**src/rtl/uart_rx_param.sv**
```systemverilog
// Oversampling UART receiver with configurable data width, parity and stop bits.
// Synchronised input, 3-sample majority voting, start-glitch rejection and error flags.
module uart_rx_param #(
    parameter int DATA_BITS  = 8,
    parameter int OVERSAMPLE = 16,
    parameter int PARITY_EN  = 0,
    parameter int PARITY_ODD = 0,
    parameter int STOP_BITS  = 1
) (
    input  logic                 clk,
    input  logic                 reset,
    input  logic                 rx,
    input  logic                 br_tick,
    output logic [DATA_BITS-1:0] rx_data,
    output logic                 rx_done,
    output logic                 parity_err,
    output logic                 frame_err,
    output logic                 busy
);

    localparam int TW = $clog2(OVERSAMPLE);
    localparam int BW = $clog2(DATA_BITS + 1);
    localparam logic [TW-1:0] TICK_MID  = TW'(OVERSAMPLE / 2 - 1);
    localparam logic [TW-1:0] TICK_LAST = TW'(OVERSAMPLE - 1);
    localparam logic [BW-1:0] DATA_LAST = BW'(DATA_BITS - 1);
    localparam logic [BW-1:0] STOP_LAST = BW'(STOP_BITS - 1);

    typedef enum logic [2:0] {IDLE, START, DATA, PARITY, STOP, DONE} state_t;

    state_t                 state_q, state_d;
    logic [TW-1:0]          tick_q, tick_d;
    logic [BW-1:0]          bit_q, bit_d;
    logic [DATA_BITS-1:0]   shift_q, shift_d;
    logic                   perr_q, perr_d;
    logic                   ferr_q, ferr_d;
    logic [DATA_BITS-1:0]   rx_data_q, rx_data_d;
    logic                   parity_err_q, parity_err_d;
    logic                   frame_err_q, frame_err_d;
    logic                   rx_meta_q, rx_s_q;
    logic [1:0]             win_q, win_d;
    logic [2:0]             window;
    logic                   smp;

    // The window is the two previous tick samples plus the sample taken on this tick.
    assign window = {win_q, rx_s_q};
    assign smp    = (window[0] & window[1]) | (window[0] & window[2]) | (window[1] & window[2]);

    always_ff @(posedge clk or posedge reset) begin
        if (reset) begin
            state_q      <= IDLE;
            tick_q       <= '0;
            bit_q        <= '0;
            shift_q      <= '0;
            perr_q       <= 1'b0;
            ferr_q       <= 1'b0;
            rx_data_q    <= '0;
            parity_err_q <= 1'b0;
            frame_err_q  <= 1'b0;
            rx_meta_q    <= 1'b1;
            rx_s_q       <= 1'b1;
            win_q        <= 2'b11;
        end else begin
            state_q      <= state_d;
            tick_q       <= tick_d;
            bit_q        <= bit_d;
            shift_q      <= shift_d;
            perr_q       <= perr_d;
            ferr_q       <= ferr_d;
            rx_data_q    <= rx_data_d;
            parity_err_q <= parity_err_d;
            frame_err_q  <= frame_err_d;
            rx_meta_q    <= rx;
            rx_s_q       <= rx_meta_q;
            win_q        <= win_d;
        end
    end

    always_comb begin
        state_d      = state_q;
        tick_d       = tick_q;
        bit_d        = bit_q;
        shift_d      = shift_q;
        perr_d       = perr_q;
        ferr_d       = ferr_q;
        rx_data_d    = rx_data_q;
        parity_err_d = parity_err_q;
        frame_err_d  = frame_err_q;
        win_d        = win_q;
        if (br_tick) win_d = {win_q[0], rx_s_q};

        case (state_q)
            IDLE: begin
                // High on the previous tick and low now: a held-low line never retriggers.
                if (br_tick && win_q[0] && !rx_s_q) begin
                    state_d = START;
                    tick_d  = '0;
                    perr_d  = 1'b0;
                    ferr_d  = 1'b0;
                end
            end
            START: begin
                if (br_tick) begin
                    if (tick_q == TICK_MID) begin
                        tick_d  = '0;
                        bit_d   = '0;
                        state_d = smp ? IDLE : DATA;
                    end else begin
                        tick_d = tick_q + TW'(1);
                    end
                end
            end
            DATA: begin
                if (br_tick) begin
                    if (tick_q == TICK_LAST) begin
                        tick_d = '0;
                        for (int i = 0; i < DATA_BITS; i++)
                            if (bit_q == BW'(i)) shift_d[i] = smp;
                        if (bit_q == DATA_LAST) begin
                            bit_d   = '0;
                            state_d = (PARITY_EN != 0) ? PARITY : STOP;
                        end else begin
                            bit_d = bit_q + BW'(1);
                        end
                    end else begin
                        tick_d = tick_q + TW'(1);
                    end
                end
            end
            PARITY: begin
                if (br_tick) begin
                    if (tick_q == TICK_LAST) begin
                        tick_d  = '0;
                        perr_d  = (^shift_q) ^ smp ^ 1'(PARITY_ODD);
                        state_d = STOP;
                    end else begin
                        tick_d = tick_q + TW'(1);
                    end
                end
            end
            STOP: begin
                if (br_tick) begin
                    if (tick_q == TICK_LAST) begin
                        tick_d = '0;
                        if (!smp) ferr_d = 1'b1;
                        if (bit_q == STOP_LAST) begin
                            bit_d        = '0;
                            state_d      = DONE;
                            rx_data_d    = shift_q;
                            parity_err_d = perr_q;
                            frame_err_d  = ferr_q | ~smp;
                        end else begin
                            bit_d = bit_q + BW'(1);
                        end
                    end else begin
                        tick_d = tick_q + TW'(1);
                    end
                end
            end
            DONE:    state_d = IDLE;
            default: state_d = IDLE;
        endcase
    end

    assign rx_data    = rx_data_q;
    assign parity_err = parity_err_q;
    assign frame_err  = frame_err_q;
    assign rx_done    = (state_q == DONE);
    assign busy       = (state_q != IDLE);

endmodule

```
**config.mk**
```make
export PLATFORM = sky130hd
export DESIGN_NAME = uart_rx_param
export DESIGN_NICKNAME = d
export VERILOG_FILES = /design/src/rtl/uart_rx_param.sv
export SDC_FILE = /design/constraint.sdc
export NUM_CORES = 1
export LEC_CHECK = 0
export ABC_AREA = 1
export CORE_ASPECT_RATIO = 0.8
export CORE_UTILIZATION = 57
export CTS_CLUSTER_DIAMETER = 200
export DETAILED_ROUTE_END_ITERATION = 16
export HOLD_SLACK_MARGIN = 0.06
export PLACE_DENSITY = 0.78
export SYNTH_ARGS = -nofsm -noshare
export SYNTH_HDL_FRONTEND = slang
export SYNTH_SLANG_ARGS = --single-unit
```
**constraint.sdc**
```tcl
create_clock -name clk -period 1.85 [get_ports clk]
set_input_delay 0.37 -clock clk [delete_from_list [all_inputs] [get_ports clk]]
set_output_delay 0.37 -clock clk [all_outputs]
set_load 0.03 [all_outputs]
```
After elaboration in Yosys (flattened, before gate mapping)
Index checks and enable logic that the tools add are counted.
{"block": "totals", "register_bits": 35, "latch_bits": 0, "ramBits": 0, "rom_bits": 0, "in_bits": 4, "out_inout_bits": 12, "elab_cells": 118, "memories": 0}
{"block": "op_classes", "n_addsub": 2, "n_mul": 0, "div": 0, "n_lt_le_gt_ge": 0, "n_eq_ne": 27, "shifts": 0, "mux": 36, "n_bitwise": 8, "reduce_logical": 26}
{"operator": "two-way mux 4 bit", "n": 13}
{"operator": "AND reduction 4 bit", "n": 11}
{"operator": "two-way mux 3 bit", "n": 11}
{"operator": "!= test 2 bit, second input constant", "n": 12}
{"operator": "one-hot mux 4 bit (3 select lines)", "n": 2}
{"operator": "equality test 4 x 3 -> 1 bit, second input constant", "n": 5}
{"operator": "one-hot mux 3 bit (5 select lines)", "n": 1}
{"operator": "AND reduction 11 bit", "n": 1}
{"operator": "nonzero test 3 bit", "n": 3}
{"operator": "adder 4 x 1 -> 4 bit, second input constant", "n": 2}
{"operator": "equality test 4 x 2 -> 1 bit, second input constant", "n": 2}
{"operator": "parity 8 bit", "n": 1}
{"operator": "AND reduction 7 bit", "n": 1}
{"operator": "equality test 3 x 2 -> 1 bit, second input constant", "n": 2}
{"operator": "equality test 3 bit, second input constant", "n": 2}
{"operator": "two-way mux 1 bit", "n": 6}
{"operator": "AND reduction 5 bit", "n": 1}
{"operator": "equality test 4 x 1 -> 1 bit, second input constant", "n": 1}
{"operator": "equality test 4 bit, second input constant", "n": 1}
{"operator": "zero test 4 bit", "n": 1}
{"operator": "one-hot mux 1 bit (2 select lines)", "n": 2}
{"operator": "nonzero test 2 bit", "n": 2}
{"operator": "bitwise AND 1 bit", "n": 3}
{"operator": "equality test 3 x 1 -> 1 bit, second input constant", "n": 1}
{"operator": "9 further kinds", "n": 12}

Depth between registers and ports, before layout
Gate-level depths: netlist of the first run.
{"block": "depth", "depth_word": 7, "ltp_mapped": 10, "depth_no_buf": 10}

Least setup slack after synthesis of the first run
No wires, ideal clock.
{"block": "synth_path", "path_type": "reg2reg", "from": "register tick_q[0]", "to": "register frame_err_q (netlist: frame_err)", "setup_ns": 0.121, "t_arrival_ns": 1.255, "t_required_ns": 1.729, "path_slack_ns": 0.474, "path_stages_with_launch": 10, "path_buffers": 1, "synth_period_minus_slack_ns": 1.376, "path_cell_list": "dfrtp_1 -> ha_1 -> nand2_1 -> inv_2 -> nand2_4 -> nor2_4 -> nand3_1 -> buf_2 -> nand2_1 -> o21ai_1"}
{"block": "synth_via", "elab_chain_cells": 2}
{"item": "from (decl)", "line": "31", "text": "logic [TW-1:0] tick_q, tick_d;"}
{"item": "from (signal assigned)", "line": "64", "text": "tick_q <= tick_d;"}
{"item": "equality test 4 bit", "line": "142", "text": "if (tick_q == TICK_LAST) begin"}
{"item": "AND reduction 4 bit (no line)"}
{"item": "to (signal assigned)", "line": "71", "text": "frame_err_q <= frame_err_d;"}
{"item": "to (decl)", "line": "38", "text": "logic frame_err_q, frame_err_d;"}
No other way between the ends.
A chain may end at the register's enable or synchronous reset.

Worst setup path in the final report of the first run
{"block": "layout_path", "from": "register state_q[1]", "to": "output rx_done"}
{"block": "layout_via", "elab_chain_cells": 1}
{"item": "from (decl)", "line": "30", "text": "state_t state_q, state_d;"}
{"item": "from (signal assigned)", "line": "63", "text": "state_q <= state_d;"}
{"item": "equality test 3 bit", "line": "167", "text": "assign rx_done = (state_q == DONE);"}
{"item": "to (decl)", "line": "15", "text": "output logic rx_done,"}
No other way between the ends.

==> parameters.txt, run 1 <==
Parameter                              Value

Floorplanning
  Die Y-Extent ... 54.3 microns
  # IOs ... 16
  Die width ... between 60 and 70 microns
  Row cnt ... 18
  Total die area ... 3660 sq um
  Starting density of the core ... between 60% and 70%
  Area of the core region ... 3180 sq um

Timing
  Relative slew margins ... 70.5%
  Minimum clock period after layout ... roughly 1.8 ns
  Final Skew ... between 0.003 and 0.004 ns
  Share of the cycle needed by the critical path after routing ... between 90% and 100%
  Final-report max-slew violation count ... 0
  Final Hold Vio Count ... 0
  Measured slew at the worst slew-check pin ... around 0.44 ns
  Setup repair after global routing missed its margin ... false
  Final total negative setup slack ... 0 ns
  Max Clk Rate ... approximately 560 MHz
  Finish-stage setup viols ... 0

Placed design
  Final Wtd Congestion ... about 0.96
  Post-DP HPWL ... ~2900 microns
  Number of buffers inserted by port buffering ... 15
  Count of placed standard cells including taps ... 320

Finish
  Most common cell after layout, fill and taps aside ... nand2_1
  Utilization of the core after routing ... 71.8%
  Final standard cell count with taps included and fillers excluded ... between 300 and 400
  Share of post-route cells with drive strength above 1 ... 15.3%
  Inserted Diodes ... 0
  Commonest non-fill, non-tap cells in the layout ... nand2_1, dfrtp_1, inv_1
  Final Net Count ... 296
  Area Overhead vs Synth ... 16.9%

Critical path
  Critical path cell sequence ... inv_1 -> nand2_1 -> nor2_1 -> clkdlybuf4s15_1
  Data arrival time of the worst path ... 1.41 ns
  Critical path's top delay family ... buffers and inverters
  Delay of the slowest cell on the worst path ... approximately 0.40 ns
  Crit start category ... register
  CP max stage cell ... dfrtp_1
  Number of buffers and inverters on the critical path ... 2
  CP Data Required Time ... roughly 1.5 ns
  Critical path fanouts, max ... 3
  Start-to-end type of the worst setup path ... register to primary output
  Endpoint kind of the worst setup timing path ... primary output

Drt
  Number of design rule violations left after detail routing ... 0
  1st-iter DRT viols ... just over 90
  Vias per Instance ... 5.18
  WL/cell ... around 12 microns
  Length of the first detailed-routing pass in iterations ... 4
  Via count ... around 1700
  Routed Wire Length ... between 3000 and 4000 microns
  Post-detailed-route count of antenna-violating nets ... 0

Yosys
  Mapped Cells ... around 260
  Yosys warnings ... 0
  Average cell area after synthesis ... 7.47 sq um
  Synth Net Count ... between 200 and 300
  Synth Register Bits ... 35
  Post-synthesis sequential area ratio ... between 40% and 50%
  Number of library cell types mapped by synthesis ... 23
  Syn Std Cell Area ... roughly 2000 sq um

GRT
  Antenna violations before repair ... 0
  Grt total ovfl ... 0
  First-pass GRT wire length ... roughly 6400 microns
  Largest net degree at the start of global routing ... 36
  Total routing resource utilization after global routing ... between 20% and 30%
  Vias in the first global route ... roughly 1500

Power and ir drop
  Combinational cell fraction of total power ... between 30 and 40%
  Net switching power ... a little over 0.9 mW
  Leak pwr ... about 1.1 nW
  P per Cell Area ... between 1000 and 1500 nW/um^2
  Relative contribution of sequential cells to total power ... around two fifths
  Portion of total power attributed to the clock network ... approximately a quarter
  Fraction of power spent switching nets ... between 30% and 40%
  Worst IR Drop VDD ... 0.839 mV
  Total internal power ... 1.42 mW

Clock network
  H-tree level count ... 2
  Clock tree from TritonCTS ... built
  Register clock-pin slew on the reported worst setup and hold paths ... 0.07 ns
  Clk sink count ... 35
  Later-pin clock latency in the skew report ... 0.29 ns
  Clock Root Buffer ... clkbuf_8
  Hold buffer count at CTS ... 0
  Maximum number of buffers from clock root to sink ... 2
  Number of buffers added by the clock tree synthesis step ... 5

Outcome
  Status ... finished, final reports clean

Flow run
  Number of max-cap violations ... 0

Min path
  Class of the tightest hold or removal check ... register to register
## power groups by stage
stage                     registers [mW]  clock network (mW)  logic [mW]
after floorplan                    0.913                   0       0.618
after global placement             0.913                   0       0.834
after detailed placement           0.914                   0       0.854
after CTS                          0.900               0.587       0.843
after global routing               0.915               0.621       0.957
final                              0.901               0.582       0.847
## final cells by class
class / count / area (sq um)
Sequential cell: 35 / 881
Fill cell: 261 / 896
Inverter: 28 / 105
Timing Repair Buffer: 22 / 201
Clock inverter: 1 / 5.00
Multi-Input combinational cell: 195 / 951
Clock buffer: 7 / 86.3
Tap cell: 40 / 50.0
## metrics by stage
step / hold WS, ns / setup WS (ns) / total power, mW / cell area [sq um]
after floorplan: 0.345 / 0.474 / 1.53 / 1950
after global placement: 0.346 / 0.0964 / 1.75 / 2190
after detailed placement: 0.349 / 0.0403 / 1.77 / 2190
after CTS: 0.359 / 0.0484 / 2.33 / 2280
after global routing: 0.364 / 0.0129 / 2.49 / 2280
final: 0.358 / 0.0749 / 2.33 / 2280
## cell families (layout without fill, tap and decap cells)
| kind of cell | count (synthesis) | in the layout | share of synthesized area [%] |
|---|---|---|---|
| adders and majority gates | 5 | 5 | 3.21 |
| AOI/OAI and AO/OA | 37 | 37 | 10.5 |
| buffers and inverters | 31 | 58 | 6.09 |
| and+or+nand+nor | 150 | 150 | 33.7 |
| DFF | 35 | 35 | 45.2 |
| xor gates and xnor gates | 3 | 3 | 1.35 |
## synth_stat cells, drive strengths merged
master / n / area (sq um)
nand2: 103 / 422
o21ai: 32 / 168
dfrtp: 31 / 776
inv: 28 / 105
nor2: 22 / 103
nand3: 16 / 80.1
nand4: 7 / 43.8
a21oi: 5 / 36.3
ha: 5 / 62.6
dfstp: 4 / 105
buf: 2 / 10.0
nor3: 2 / 10.0
xor2: 2 / 17.5
clkbuf: 1 / 3.75
xnor2: 1 / 8.76
## flip-flops by register name (all words and copies together) (netlist names)
register    flops
bit_q           4
ferr_q          1
frame_err       1
parity_err      1
perr_q          1
rx_data         8
rx_meta_q       1
rx_s_q          1
shift_q         8
state_q         3
tick_q          4
win_q           2
## what timing repair did
action,CTS,global route
buffers inserted,0,0
endpoints found under the setup margin,2,1
endpoints found under the hold margin,0,0
gates resized for setup,2,1
## path summary, 6_finish.rpt
path | slack, ns | to | startpoint | cells past startpoint
max in group asynchronous | 1.03 | rx_s_q | reset | 3
hold reg to reg | 0.36 | rx_s_q | rx_meta_q | 0
setup / recovery | 0.07 | rx_done | state_q[1] | 4
setup reg to reg | 0.29 | state_q[2] | bit_q[0] | 9
min in group asynchronous | 0.47 | rx_data[2] | reset | 3
hold / removal | 0.36 | rx_s_q | rx_meta_q | 0
## per-layer routing
| layer | GRT usage [%] | share of wire, % | vias to the layer above |
|---|---|---|---|
| met3 | 8.13 | 4.2 | 7 |
| met2 | 40.7 | 47 | 36 |
| met4 | 8.16 | 1.5 | 0 |
| met1 | 30.8 | 48 | 774 |
| met5 | 0 | 0 | - |
| li1 | - | - | 882 |
Note: power is estimated with default switching activity, not from simulation.
==> run 2, diff against run 1 <==
CORE_MARGIN = 5   (was unset)
CORE_UTILIZATION = 52   (was 57)
PLACE_DENSITY = 0.75   (was 0.78)
clock period = 1.62 ns   (was 1.85 ns; I/O delays follow)
==> parameters.txt, run 2 (synthesis results as in run 1) <==
Parameter                              Value

Outcome
  Status ... finished, final reports clean

Timing
  Share of the cycle needed by the critical path after routing ... between 90% and 100%
  Setup repair after global routing missed its margin ... true
  Final Skew ... around 0.0056 ns
  Finish-stage setup viols ... 0
  Max Clk Rate ... roughly 660 MHz
  Measured slew at the worst slew-check pin ... approximately 0.31 ns
  Minimum clock period after layout ... 1.51 ns
  Fin worst setup slack ... approximately 0.11 ns
  Final-report max-slew violation count ... 0
  Relative slew margins ... between 70% and 80%
  Final Hold Vio Count ... 0

Clock network
  Clk sink count ... 35
  Number of buffers added by the clock tree synthesis step ... 5
  Hold buffer count at CTS ... 0
  Clock tree from TritonCTS ... built
  Clock Root Buffer ... clkbuf_8
  H-tree level count ... 2
  Register clock-pin slew on the reported worst setup and hold paths ... about 0.07 ns
  Maximum number of buffers from clock root to sink ... 2
  Later-pin clock latency in the skew report ... just under 0.3 ns

Finish
  Commonest non-fill, non-tap cells in the layout ... nand2_1, dfrtp_1, inv_1
  Most common cell after layout, fill and taps aside ... nand2_1
  Utilization of the core after routing ... between 60% and 70%
  Share of post-route cells with drive strength above 1 ... slightly below 20%
  Inserted Diodes ... 0
  Final design instance area without fill ... 2360 sq um
  Final Net Count ... around 300
  Area Overhead vs Synth ... 21.0%

Power and ir drop
  Combinational cell fraction of total power ... 38.1%
  Total internal power ... 1.67 mW
  Net switching power ... roughly 1.0 mW
  Portion of total power attributed to the clock network ... a little under a quarter
  Worst IR Drop VDD ... just under 1 mV
  Fraction of power spent switching nets ... between 30% and 40%
  P per Cell Area ... between 1000 and 1500 nW/um^2
  Relative contribution of sequential cells to total power ... roughly 38%
  Leak pwr ... ~1.2 nW

Placed design
  Instance area at placement ... 2260 sq um
  Worst slack after detailed placement ... -0.0876 ns
  Number of buffers inserted by port buffering ... 15
  Post-DP HPWL ... ~2800 microns
  Final Wtd Congestion ... about 0.8

GRT
  Antenna violations before repair ... 0
  First-pass GRT wire length ... approximately 7000 microns
  Largest net degree at the start of global routing ... 36
  Vias in the first global route ... about 1600
  Total routing resource utilization after global routing ... roughly 17%
  Grt total ovfl ... 0

Drt
  Routed Wire Length ... just under 4000 microns
  1st-iter DRT viols ... between 80 and 90
  Via count ... around 1700
  WL/cell ... approximately 12 microns
  Length of the first detailed-routing pass in iterations ... 4
  Post-detailed-route count of antenna-violating nets ... 0
  Number of design rule violations left after detail routing ... 0
  Vias per Instance ... 5.04

Critical path
  Start of the worst register-to-register path ... bit_q[1]
  Register-to-Register Path Depth ... 9
  Start-to-end type of the worst setup path ... register to primary output
  Crit start category ... register
  Setup slack, reg-to-reg ... ~0.13 ns
  Endpoint kind of the worst setup timing path ... primary output
  Critical path fanouts, max ... 3
  Endpoint of the worst-slack reg-to-reg timing path ... state_q[0]
  Data arrival time of the worst path ... ~1.2 ns
  CP Data Required Time ... approximately 1.3 ns

Min path
  Class of the tightest hold or removal check ... register to register
  Hold Path Depth ... 0
  End point of the worst hold path ... rx_s_q
  Launch instance of the worst min-delay path ... rx_meta_q

Flow run
  Number of max-cap violations ... 0

Floorplanning
  Die Y-Extent ... around 65 microns
  # IOs ... 16
  Die width ... 78.5 microns
  Total die area ... between 5000 and 6000 sq um
  Row cnt ... 19
  Area of the core region ... approximately 3500 sq um
  Starting density of the core ... a little under three fifths
run 2: layout make-up:
class | instances | area (sq um)
Clock inverter | 1 | 5.00
Sequential cell | 35 | 883
Timing Repair Buffer | 27 | 258
Inverter | 28 | 105
Multi-Input combinational cell | 195 | 971
Tap cell | 42 | 52.6
Clock buffer | 7 | 86.3
Fill cell | 304 | 1160
run 2: worst max path at each step:
stage / to / slack, ns / from / cells after the start
floorplan: frame_err / 0.24 / tick_q[0] / 9
global placement: state_q[2] / -0.05 / br_tick / 8
detailed placement: state_q[0] / -0.09 / br_tick / 8
CTS: busy / 0.02 / state_q[1] / 3
global route: bit_q[3] / -0.02 / tick_q[0] / 10
finish: rx_done / 0.11 / state_q[1] / 4
run 2: critical path: stages, from the launching register on:
cell and delay, ns:
dfrtp_1 0.40, inv_1 0.12, nand2_1 0.11, nor2_1 0.10, buf_4 0.16
run 2: power by group through the flow:
stage,combinational [mW],sequential [mW],clock (mW)
final,1.04,1.03,0.649
after global routing,1.16,1.04,0.703
after global placement,0.996,1.04,0
after CTS,0.995,1.03,0.666
after floorplan,0.706,1.04,0
after detailed placement,1.00,1.04,0
run 2: repair_timing:
item,in CTS,in global routing
gates resized for setup,11,10
setup endpoints to repair,11,8
hold endpoints to repair,0,0
setup buffers,0,0
run 2: per-layer routing:
| metal | GRT usage (%) | wire, microns | up-vias |
|---|---|---|---|
| met5 | 0 | 0 | - |
| met4 | 6.55 | 54 | 0 |
| met3 | 4.57 | 122 | 7 |
| met2 | 26.1 | 1650 | 23 |
| met1 | 22.9 | 2040 | 760 |
| li1 | - | - | 897 |
run 2: through the flow:
stage / hold WS (ns) / TNS (ns) / std cells / power (mW)
finish: 0.362 / 0 / 335 / 2.72
global route: 0.367 / -0.0401 / 335 / 2.91
CTS: 0.360 / 0 / 335 / 2.69
detailed placement: 0.350 / -0.704 / 327 / 2.04
global placement: 0.349 / -0.155 / 327 / 2.04
floorplan: 0.328 / 0 / 261 / 1.75
